==> src/rtl/ppu_cfg_rx.sv <==
`default_nettype none
// ============================================================================
//  Module      : ppu_cfg_rx
//  Description : Receives a burst of NBYTES configuration bytes from an
//                initiator over a strobe/ack handshake while sync is high,
//                then replays the stored set toward the pixel path as a
//                wrapping stb_o/ack_i stream once sync drops.
//  Revision    : 1.0 - initial release
// ============================================================================
module ppu_cfg_rx #(
  parameter int NBYTES = 10
) (
  input  logic       clk_pix,
  input  logic       rst_pix,
  input  logic       sync,
  input  logic [7:0] data_i,
  input  logic       stb_i,
  output logic       ack_o,
  output logic [7:0] data_o,
  output logic       stb_o,
  input  logic       ack_i,
  output logic       cfg_valid,
  output logic       load_err
);

  localparam logic [1:0] c_IDLE   = 2'd0;
  localparam logic [1:0] c_LOAD   = 2'd1;
  localparam logic [1:0] c_DONE   = 2'd2;
  localparam logic [1:0] c_STREAM = 2'd3;

  localparam logic [3:0] c_LAST_IDX = 4'(NBYTES - 1);

  logic [1:0]          r_state;
  logic [1:0]          w_state_nxt;
  logic [3:0]          r_wr_ptr;
  logic [3:0]          r_rd_ptr;
  logic                r_ack;
  logic                r_stb;
  logic [7:0]          r_data;
  logic                r_cfg_valid;
  logic                r_load_err;
  logic [NBYTES*8-1:0] w_cfg_flat;

  logic                w_load_start;
  logic                w_accept;
  logic                w_last;
  logic                w_abort;
  logic                w_stream_start;
  logic                w_reload;
  logic                w_advance;
  logic [3:0]          w_rd_nxt;
  logic [7:0]          w_rd_byte;

  // State register
  always_ff @(posedge clk_pix) begin
    if (rst_pix) begin
      r_state <= c_IDLE;
    end else begin
      r_state <= w_state_nxt;
    end
  end

  // Next-state decode; an abort in LOAD outranks a same-cycle final accept
  always_comb begin
    w_state_nxt = r_state;
    case (r_state)
      c_IDLE:   if (sync)        w_state_nxt = c_LOAD;
      c_LOAD: begin
        if (!sync)               w_state_nxt = c_IDLE;
        else if (w_last)         w_state_nxt = c_DONE;
      end
      c_DONE:   if (!sync)       w_state_nxt = c_STREAM;
      c_STREAM: if (sync)        w_state_nxt = c_LOAD;
      default:                   w_state_nxt = c_IDLE;
    endcase
  end

  // Per-state control strobes feeding the registered outputs and datapath
  always_comb begin
    w_load_start   = (r_state == c_IDLE) && sync;
    // The ack cycle blocks acceptance so a held strobe is taken only once
    w_accept       = (r_state == c_LOAD) && sync && stb_i && !r_ack;
    w_last         = w_accept && (r_wr_ptr == c_LAST_IDX);
    w_abort        = (r_state == c_LOAD) && !sync;
    w_stream_start = (r_state == c_DONE) && !sync;
    w_reload       = (r_state == c_STREAM) && sync;
    w_advance      = (r_state == c_STREAM) && !sync && r_stb && ack_i;
    if (w_stream_start || (r_rd_ptr == c_LAST_IDX)) begin
      w_rd_nxt = 4'd0;
    end else begin
      w_rd_nxt = r_rd_ptr + 4'd1;
    end
  end

  // Read mux: byte that data_o will present after the next edge
  always_comb begin
    w_rd_byte = 8'h00;
    for (int i = 0; i < NBYTES; i++) begin
      if (w_rd_nxt == 4'(i)) begin
        w_rd_byte = w_cfg_flat[i*8 +: 8];
      end
    end
  end

  // Configuration register file, one byte register per entry
  generate
    for (genvar i = 0; i < NBYTES; i++) begin : g_cfg
      logic [7:0] r_byte;

      // Capture the accepted byte when the write pointer selects this entry
      always_ff @(posedge clk_pix) begin
        if (rst_pix) begin
          r_byte <= 8'h00;
        end else if (w_accept && (r_wr_ptr == 4'(i))) begin
          r_byte <= data_i;
        end
      end

      assign w_cfg_flat[i*8 +: 8] = r_byte;
    end
  endgenerate

  // Pointers, handshake and status registers
  always_ff @(posedge clk_pix) begin
    if (rst_pix) begin
      r_wr_ptr    <= 4'd0;
      r_rd_ptr    <= 4'd0;
      r_ack       <= 1'b0;
      r_stb       <= 1'b0;
      r_data      <= 8'h00;
      r_cfg_valid <= 1'b0;
      r_load_err  <= 1'b0;
    end else begin
      r_ack <= w_accept;

      if (w_load_start || w_reload) begin
        r_wr_ptr <= 4'd0;
      end else if (w_accept) begin
        r_wr_ptr <= w_last ? 4'd0 : (r_wr_ptr + 4'd1);
      end

      if (w_reload) begin
        r_cfg_valid <= 1'b0;
      end else if (w_last) begin
        r_cfg_valid <= 1'b1;
      end

      if (w_abort) begin
        r_load_err <= 1'b1;
      end else if (w_last) begin
        r_load_err <= 1'b0;
      end

      // Stream entry preloads cfg[0]; a reload drops the stream, ignoring ack_i
      if (w_stream_start) begin
        r_rd_ptr <= 4'd0;
        r_stb    <= 1'b1;
        r_data   <= w_rd_byte;
      end else if (w_reload) begin
        r_stb    <= 1'b0;
      end else if (w_advance) begin
        r_rd_ptr <= w_rd_nxt;
        r_data   <= w_rd_byte;
      end
    end
  end

  assign ack_o     = r_ack;
  assign stb_o     = r_stb;
  assign data_o    = r_data;
  assign cfg_valid = r_cfg_valid;
  assign load_err  = r_load_err;

endmodule
`default_nettype wire

==> config.mk <==
export PLATFORM = sky130hd
export DESIGN_NAME = ppu_cfg_rx
export DESIGN_NICKNAME = d
export VERILOG_FILES = /design/src/rtl/ppu_cfg_rx.sv
export SDC_FILE = /design/constraint.sdc
export NUM_CORES = 1
export LEC_CHECK = 0
export BUFFER_PORTS_ARGS = -buffer_cell sky130_fd_sc_hd__buf_2
export CORE_ASPECT_RATIO = 0.6
export CORE_MARGIN = 5
export CORE_UTILIZATION = 45
export CTS_CLUSTER_SIZE = 24
export DETAILED_ROUTE_END_ITERATION = 10
export GPL_TIMING_DRIVEN = 0
export RECOVER_POWER = 25
export SETUP_SLACK_MARGIN = 0.1
export SLEW_MARGIN = 5
export SYNTH_ARGS = -nofsm -noshare
export SYNTH_HDL_FRONTEND = slang
export SYNTH_SLANG_ARGS = --single-unit
==> constraint.sdc <==
create_clock -name clk_pix -period 4.7 [get_ports clk_pix]
set_clock_uncertainty 0.2 [all_clocks]
set_input_delay 0.94 -clock clk_pix [delete_from_list [all_inputs] [get_ports clk_pix]]
set_output_delay 0.94 -clock clk_pix [all_outputs]
set_load 0.02 [all_outputs]
# Yosys cells after proc, flatten, opt, wreduce, memory -nomap -nowiden
# Index checks and enable logic that the tools add are counted.
# Widths: inputs -> output; s select.
# totals
regBits,102
input_bits,13
output_inout_bits,12
word_cells,108
# classes
n_addsub,2
n_eq_ne,26
n_mux,24
n_bitwise,1
reduce_logical,37
# ops
cell,n
$mux 8,13
$eq 4x3->1 const B,8
$eq 4x4->1 const B,5
$logic_and 1x1->1,20
$eq 4x2->1 const B,4
$add 4x1->4 const B,2
$eq 4x1->1 const B,2
$logic_not 4->1,2
$mux 2,4
$mux 4,2
$reduce_or 2->1,4
$pmux 2 s3,1
$reduce_bool 2->1,3
$eq 2x2->1 const B,2
$mux 1,4
$ne 2x2->1 const B,2
$reduce_and 2->1,2
$ne 3x3->1 const B,1
$reduce_and 3->1,1
$eq 2x1->1 const B,1
$logic_not 1->1,2
$logic_not 2->1,1
$logic_or 1x1->1,2
$ne 2x1->1 const B,1
$not 1->1,1

# Longest topological paths before layout
# Gate-level depths: netlist (run 1).
# logic_depth
word_depth,18
ltp_mapped,9
ltp_nobuf,7

# Least setup slack after synthesis (run 1)
# Ideal clock, no wire load.
# synth_path
kind,input to register
start,input sync
end,register r_data[5] (netlist: data_o[5])
setup_time_ns,0.103
t_arrival_ns,2.263
t_required_ns,4.397
setup_slack_ns,2.134
cell_stages,7
path_buffers,2
path_cell_list,nor2b_1 buf_2 or2_0 buf_2 o41ai_4 a221oi_2 a2111oi_2
# synth_via
elab_chain_cells,18
elab_cells_between_ends,34
cone_classes,eq/ne (10); mux (14); reduce/logical (10)
# synth_lines
item,line_no,source
from (decl),15,"input logic sync,"
$logic_not 1->1,"85, 87",
$logic_and 1x1->1,85,w_stream_start = (r_state == c_DONE) && !sync;
$logic_or 1x1->1,88,if (w_stream_start || (r_rd_ptr == c_LAST_IDX)) begin
$mux 4,88,
$logic_not 4->1,99,if (w_rd_nxt == 4'(i)) begin
$mux 8 (10 in a row),99,
$mux 8,161,end else if (w_advance) begin
$mux 8,159,end else if (w_reload) begin
$mux 8,155,if (w_stream_start) begin
to (signal assigned),158,r_data <= w_rd_byte;
to (signal assigned),163,r_data <= w_rd_byte;
to (decl),39,logic [7:0] r_data;
# Several ways; a longest one is shown, not always the timed one. The select of a mux whose other input is x is not followed.
# A chain may end at the register's enable or synchronous reset.

# Worst setup path in the final report (run 1)
# layout_path
start,register r_state[0]
end,register r_data[5] (netlist: data_o[5])
# layout_via
elab_chain_cells,18
elab_cells_between_ends,35
cone_classes,eq/ne (12); mux (14); reduce/logical (9)
# layout_lines
item,line_no,source
from (decl),33,logic [1:0] r_state;
from (signal assigned),57,r_state <= c_IDLE;
from (signal assigned),59,r_state <= w_state_nxt;
$eq 2x2->1,85,
$logic_and 1x1->1,85,
$logic_or 1x1->1,88,
$mux 4,88,
$logic_not 4->1,99,
$mux 8 (10 in a row),99,
$mux 8,161,
$mux 8,159,
$mux 8,155,
# Several ways; a longest one is shown, not always the timed one. The select of a mux whose other input is x is not followed.

==> results of run 1 <==
[worst min-delay path: cells and delay by family (launching register included)]
kind,cells,cell delay [ns]
flip-flops,1,0.31
AND/OR/NAND/NOR,1,0.05
AO/OA/AOI/OAI,1,0.05
[final cells by class]
type / count / share of cell area
multi-input combinational: 431 / 0.494
sequential: 102 / 0.364
clock buffer: 9 / 0.0401
buffer: 49 / 0.0346
tap: 144 / 0.0321
clock inverter: 7 / 0.0172
timing repair buffer: 15 / 0.0107
inverter: 11 / 0.00736
[stage by stage]
step                      hold WS (ns)  instances  instance area, sq um   util  setup slack [ns]
final                            0.257        768                  5610  0.503              1.45
after CTS                        0.256        768                  5630  0.505              1.67
after detailed placement         0.247        752                  5310  0.476              1.44
after floorplan                  0.231        593                  5050      -              2.13
after global placement           0.243        752                  5310  0.476              1.47
after global routing             0.278        768                  5610  0.503              1.16
[state kept, by name (all words and copies together) (netlist names)]
| name | count |
|---|---|
| data_o | 8 |
| r_state | 2 |
| stb_o | 1 |
| g_cfg.r_byte | 80 |
| r_rd_ptr | 4 |
| cfg_valid | 1 |
| load_err | 1 |
| ack_o | 1 |
| r_wr_ptr | 4 |
[Yosys cell counts (10+ instances only)]
| master | n | area (sq um) |
|---|---|---|
| mux2i_1 | 48 | 480 |
| clkbuf_1 | 37 | 139 |
| buf_2 | 10 | 50.1 |
| nand3_1 | 42 | 210 |
| nand2_1 | 69 | 259 |
| a21oi_1 | 54 | 270 |
| o21ai_0 | 10 | 50.1 |
| dfxtp_1 | 102 | 2040 |
| ha_1 | 10 | 125 |
| nand3b_1 | 11 | 82.6 |
| nor2_1 | 57 | 214 |
| inv_1 | 11 | 41.3 |
[routing by layer]
layer | routed length, um | track usage | up-vias
met1 | 7270 | 0.328 | 2274
met4 | 216 | 0.0634 | 2
met2 | 6620 | 0.350 | 193
met3 | 1700 | 0.0835 | 21
met5 | 48 | 0.0308 | -
li1 | - | - | 2168
[final timing paths]
path	startpoint	endpoint	slack (ns)	cells past startpoint
max reg2reg	r_state[0]$_SDFFE_PP0P_	data_o[5]$_SDFFE_PP0P_	1.45	8
min reg2reg	g_cfg[7].r_byte[3]$_SDFFE_PP0P_	g_cfg[7].r_byte[3]$_SDFFE_PP0P_	0.26	2
max	r_state[0]$_SDFFE_PP0P_	data_o[5]$_SDFFE_PP0P_	1.45	8
min	g_cfg[7].r_byte[3]$_SDFFE_PP0P_	g_cfg[7].r_byte[3]$_SDFFE_PP0P_	0.26	2
[cell families (layout without fill, tap and decap cells)]
logic type	after synthesis	count (layout)	synth area share
xor gates and xnor gates	5	5	0.0102
muxes	56	56	0.113
and+or+nand+nor	229	229	0.222
AOI/OAI and AO/OA	131	131	0.179
buffers and inverters	60	91	0.0471
DFF	102	102	0.404
adders and majority gates	10	10	0.0248
[power by group]
part | total [uW] | switching, uW | internal (uW)
registers | 919 | 24.6 | 894
clock network | 818 | 348 | 470
logic | 312 | 216 | 96.0
total | 2050 | 589 | 1460
==> qor.yml, run 1 <==
layout:
  diodes: 0
  regArea_sq_mm: 0.00204
  nets: 642
  area_growth_pct: 11.1
  final_common_cell: "dfxtp_1"
  drive_above_1_share: 0.0785
  most-common-layout-cells: "102 x dfxtp_1, 69 x nand2_1, 57 x nor2_1"
  multi_input_area_sq_mm: 0.00277
  n_fill_cell: 1056
route:
  via_per_inst: 6.07
  dr.pass1.iters: 5
  wl_per_cell_um: 20.6
  drt_wl_total_um: 15900
  vias: 4658
  drc: 0
  drt_iter0_markers: 526
  drtAntennaViolNets: 0
timing:
  tns_ns: 0
  finalCriticalPeriod_ns: 3.25
  hold_viol: 0
  setup_viol: 0
  clock.fmax_ghz: 0.308
  max-slew-margin-rel: 0.215
  grt_setup_unrepaired: "false"
  tightest_slew_ns: 1.17
  drv_slew: 0
  period_share: 0.691
yosys:
  seq_area_frac_synth: 0.404
  ys_ff_latch: 102
  synth_edf_count: 0
  synth.distinct_cells: 59
  synth_area_per_cell_sq_um: 8.52
  syn_nets: 616
  postSynthCellCount: 593
  ys.flop_type: "dfxtp_1"
  async_flop_share: 0
  syn_area_sq_mm: 0.00505
  yosys_warnings: 0
setup_path:
  crit_path_end_kind: "flop"
  critPathBufInv: 2
  cpPeakStageDelay_ns: 0.99
  crit_arrival_ns: 3.30
  cp_cell_sequence: "inv_1 -> ha_1 -> nor2b_1 -> clkbuf_1 -> nor4_1 -> nand2_1 -> a32o_1 -> a2111oi_2"
  cp.required_ns: 4.75
  crit_fanout: 9
  worstSetupPathType: "reg -> reg"
  cp_top_family: "simple AND/OR/NAND/NOR gates"
  critPathSlowestCell: "nor4_1"
  setup.worst_path.start_class: "flop"
floorplanning:
  die_area_sq_mm: 0.0135
  start_util: 0.453
  die_w_um: 147
  die_y_um: 92.1
  ios: 25
  fp-row-count: 30
  core_area_sq_mm: 0.0111
grt:
  grt-ovfl-total: 0
  grt_pass1_vias: 4400
  grt_use_total: 0.238
  antenna_found_initial: 0
  grt_max_degree: 18
  grt_pass1_wl_um: 24900
cts:
  clk_path_buf_depth: 2
  cts_tree: "done"
  hold_buffers: 0
  clock-sinks: 102
  cts_resized: 0
  numCtsBuffers: 9
  cts-root-buf: "clkbuf_16"
  htreeDepth: 3
  post_cts_buffers: 0
  clk_latency_ns: 0.35
  clk_pin_slew_ns: 0.07
power_and_ir_drop:
  p_total_uw: 2050
  power_density_mw_per_mm2: 365
  vdd_drop_max_uv: 182
  p_leak_uw: 0.00200
job:
  cap_violations: 0
place:
  dp_hpwl_um: 11700
  gp_congestion: 0.931
  io_buffers: 15
hold_path:
  hold_path.class: "reg -> reg"
outcome:
  status: "completed"
No activity file was read; power rests on OpenSTA's default activity.
==> inputs of run 2 (changes only) <==
- ABC_AREA: not set -> 1
- clock period: 4.7 -> 2.88 ns (I/O delays scaled with it)
==> qor.yml, run 2 <==
timing:
  tightest_slew_ns: 0.928
  tns_ns: 0
  period_share: 0.888
  clock.fmax_ghz: 0.391
  setup_viol: 0
  drv_slew: 0
  hold_viol: 0
  grt_setup_unrepaired: "false"
  timing.hold.ws_ns: 0.258
  finalCriticalPeriod_ns: 2.56
  max-slew-margin-rel: 0.382
layout:
  area_growth_pct: 11.9
  nets: 707
  largest_reg_flops: 80
  diodes: 0
  final_common_cell: "nor2_1"
  regMostFlops: "g_cfg.r_byte"
  drive_above_1_share: 0.0987
  most-common-layout-cells: "151 x nor2_1, 102 x dfxtp_1, 96 x o21ai_0"
yosys:
  yosys_warnings: 0
  synth_area_per_cell_sq_um: 7.26
  ys_ff_latch: 102
  seq_area_frac_synth: 0.428
  synth.distinct_cells: 30
  syn_area_sq_mm: 0.00477
  ys_top_cells_by_area: "dfxtp_1 43%, nor2_1 12%, o21ai_0 10%, nand2_1 5.1%, a21oi_1 4.7%"
  yosysMostFrequentCell: "nor2_1"
  synth_common_cells: "151 x nor2_1, 102 x dfxtp_1, 96 x o21ai_0"
  syn_nets: 680
  synth_top_area_frac: 0.428
  async_flop_share: 0
  synth_top_area_cell: "dfxtp_1"
  ys.flop_type: "dfxtp_1"
  synth_edf_count: 0
  postSynthCellCount: 657
cts:
  cts-root-buf: "clkbuf_16"
  numCtsBuffers: 9
  clk_path_buf_depth: 2
  clk_latency_ns: 0.35
  clock-sinks: 102
  htreeDepth: 3
  post_cts_buffers: 0
  cts_resized: 0
  cts_tree: "done"
  clk_pin_slew_ns: 0.07
  hold_buffers: 0
power_and_ir_drop:
  p_leak_uw: 0.00225
  vdd_drop_max_uv: 353
  power_density_mw_per_mm2: 614
floorplanning:
  die_area_sq_mm: 0.0128
  die_y_um: 89.7
  ios: 25
  fp-row-count: 29
  start_util: 0.456
  die_w_um: 143
  core_area_sq_mm: 0.0105
route:
  drc: 0
  drtAntennaViolNets: 0
  drt_wl_total_um: 13900
  wl_per_cell_um: 16.8
  dr.pass1.iters: 5
  drt_iter0_markers: 353
  vias: 4519
  via_per_inst: 5.46
place:
  gp_congestion: 0.885
  io_buffers: 16
  dp_hpwl_um: 9900
setup_path:
  cp.required_ns: 2.94
  critPathSlowestCell: "dfxtp_1"
  setup.worst_path.start_class: "flop"
  cp_cell_sequence: "inv_1 -> ha_1 -> nand2_4 -> nand2_4 -> inv_2 -> nand2_2 -> buf_2 -> nand4_1 -> nand3_1 -> nor2_1 -> nand4_1 -> nand2_1 -> nand3_1 -> nand2_1 -> inv_1"
  crit_fanout: 10
  worstSetupPathType: "reg -> reg"
  critPathBufInv: 4
  crit_arrival_ns: 2.62
  crit_path_end_kind: "flop"
  cpPeakStageDelay_ns: 0.39
  cp_top_family: "simple AND/OR/NAND/NOR gates"
grt:
  met1_usage: 0.348
  grt_busiest_layer: "met1"
  grt_util_met3: 0.0578
  grt_pass1_vias: 4226
  gr-usage-met2: 0.302
  antenna_found_initial: 0
  grt-ovfl-total: 0
  grt_use_total: 0.224
  grt_max_degree: 18
  grt_pass1_wl_um: 22500
outcome:
  status: "completed"
hold_path:
  hold_path.class: "reg -> reg"
job:
  cap_violations: 0
-- run 2: cell count changes in the layout (fill, tap and decap cells not counted), sizes merged, moves of 9 or more --
cell	delta
inv	+58
nand4	+27
o21ai	+86
mux2i	-48
nand3b	-11
nand3	-15
nor2	+106
a21oi	-9
a221oi	-10
a211oi	-9
and2	-9
clkbuf	-30
-- run 2: stage by stage --
step / instances / utilization / instance area [sq um] / total power, uW / worst slack, ns
2_1_floorplan: 657 / - / 4770 / 1830 / 0.858
3_3_place_gp: 812 / 0.480 / 5020 / 1950 / 0.374
3_5_place_dp: 812 / 0.480 / 5020 / 1960 / 0.342
4_1_cts: 828 / 0.512 / 5350 / 3290 / 0.387
5_1_grt: 828 / 0.511 / 5340 / 3390 / 0.165
6_report: 828 / 0.511 / 5340 / 3280 / 0.322
-- run 2: final cells by class --
class	instances	area, sq um
clock buffer	10	239
multi-input combinational	459	2340
fill	1017	5110
buffer	24	110
timing repair buffer	16	65.1
clock inverter	6	92.6
inverter	72	270
sequential	102	2040
tap	139	174
-- run 2: report_power, final --
part | internal, uW | total, uW | leakage [uW] | switching, uW
Sequential | 1470 | 1500 | 0.000823 | 38.0
Combinational | 118 | 431 | 0.00126 | 312
Clock | 791 | 1340 | 0.000161 | 552
-- run 2: worst reg2reg max path, cell delays in order, from the launching register on --
cell     delay [ns]
dfxtp_1        0.39
inv_1          0.09
ha_1           0.26
nand2_4        0.14
nand2_4        0.08
inv_2          0.07
nand2_2        0.10
buf_2          0.22
nand4_1        0.11
nand3_1        0.09
nor2_1         0.14
nand4_1        0.19
nand2_1        0.15
nand3_1        0.11
nand2_1        0.08
inv_1          0.03
-- run 2: cells by family after synthesis --
logic type	share of synthesized area
buffers and inverters	0.0801
AO/OA/AOI/OAI	0.152
AND/OR/NAND/NOR	0.308
XOR/XNOR	0.00551
adder cells (fa/ha/maj)	0.0262
flip-flops	0.428
-- run 2: worst paths after layout --
check	start	to	slack, ns	cells past startpoint
worst max register to register	r_state[0]$_SDFFE_PP0P_	data_o[4]$_SDFFE_PP0P_	0.32	15
worst max-delay path	r_state[0]$_SDFFE_PP0P_	data_o[4]$_SDFFE_PP0P_	0.32	15
worst min register to register	g_cfg[7].r_byte[0]$_SDFFE_PP0P_	g_cfg[7].r_byte[0]$_SDFFE_PP0P_	0.26	2
worst min-delay path	g_cfg[7].r_byte[0]$_SDFFE_PP0P_	g_cfg[7].r_byte[0]$_SDFFE_PP0P_	0.26	2
-- run 2: metal layers --
layer,vias up,wire (um)
met5,-,0
met4,0,182
met3,24,1210
met2,172,5580
met1,2124,6910
li1,2199,-
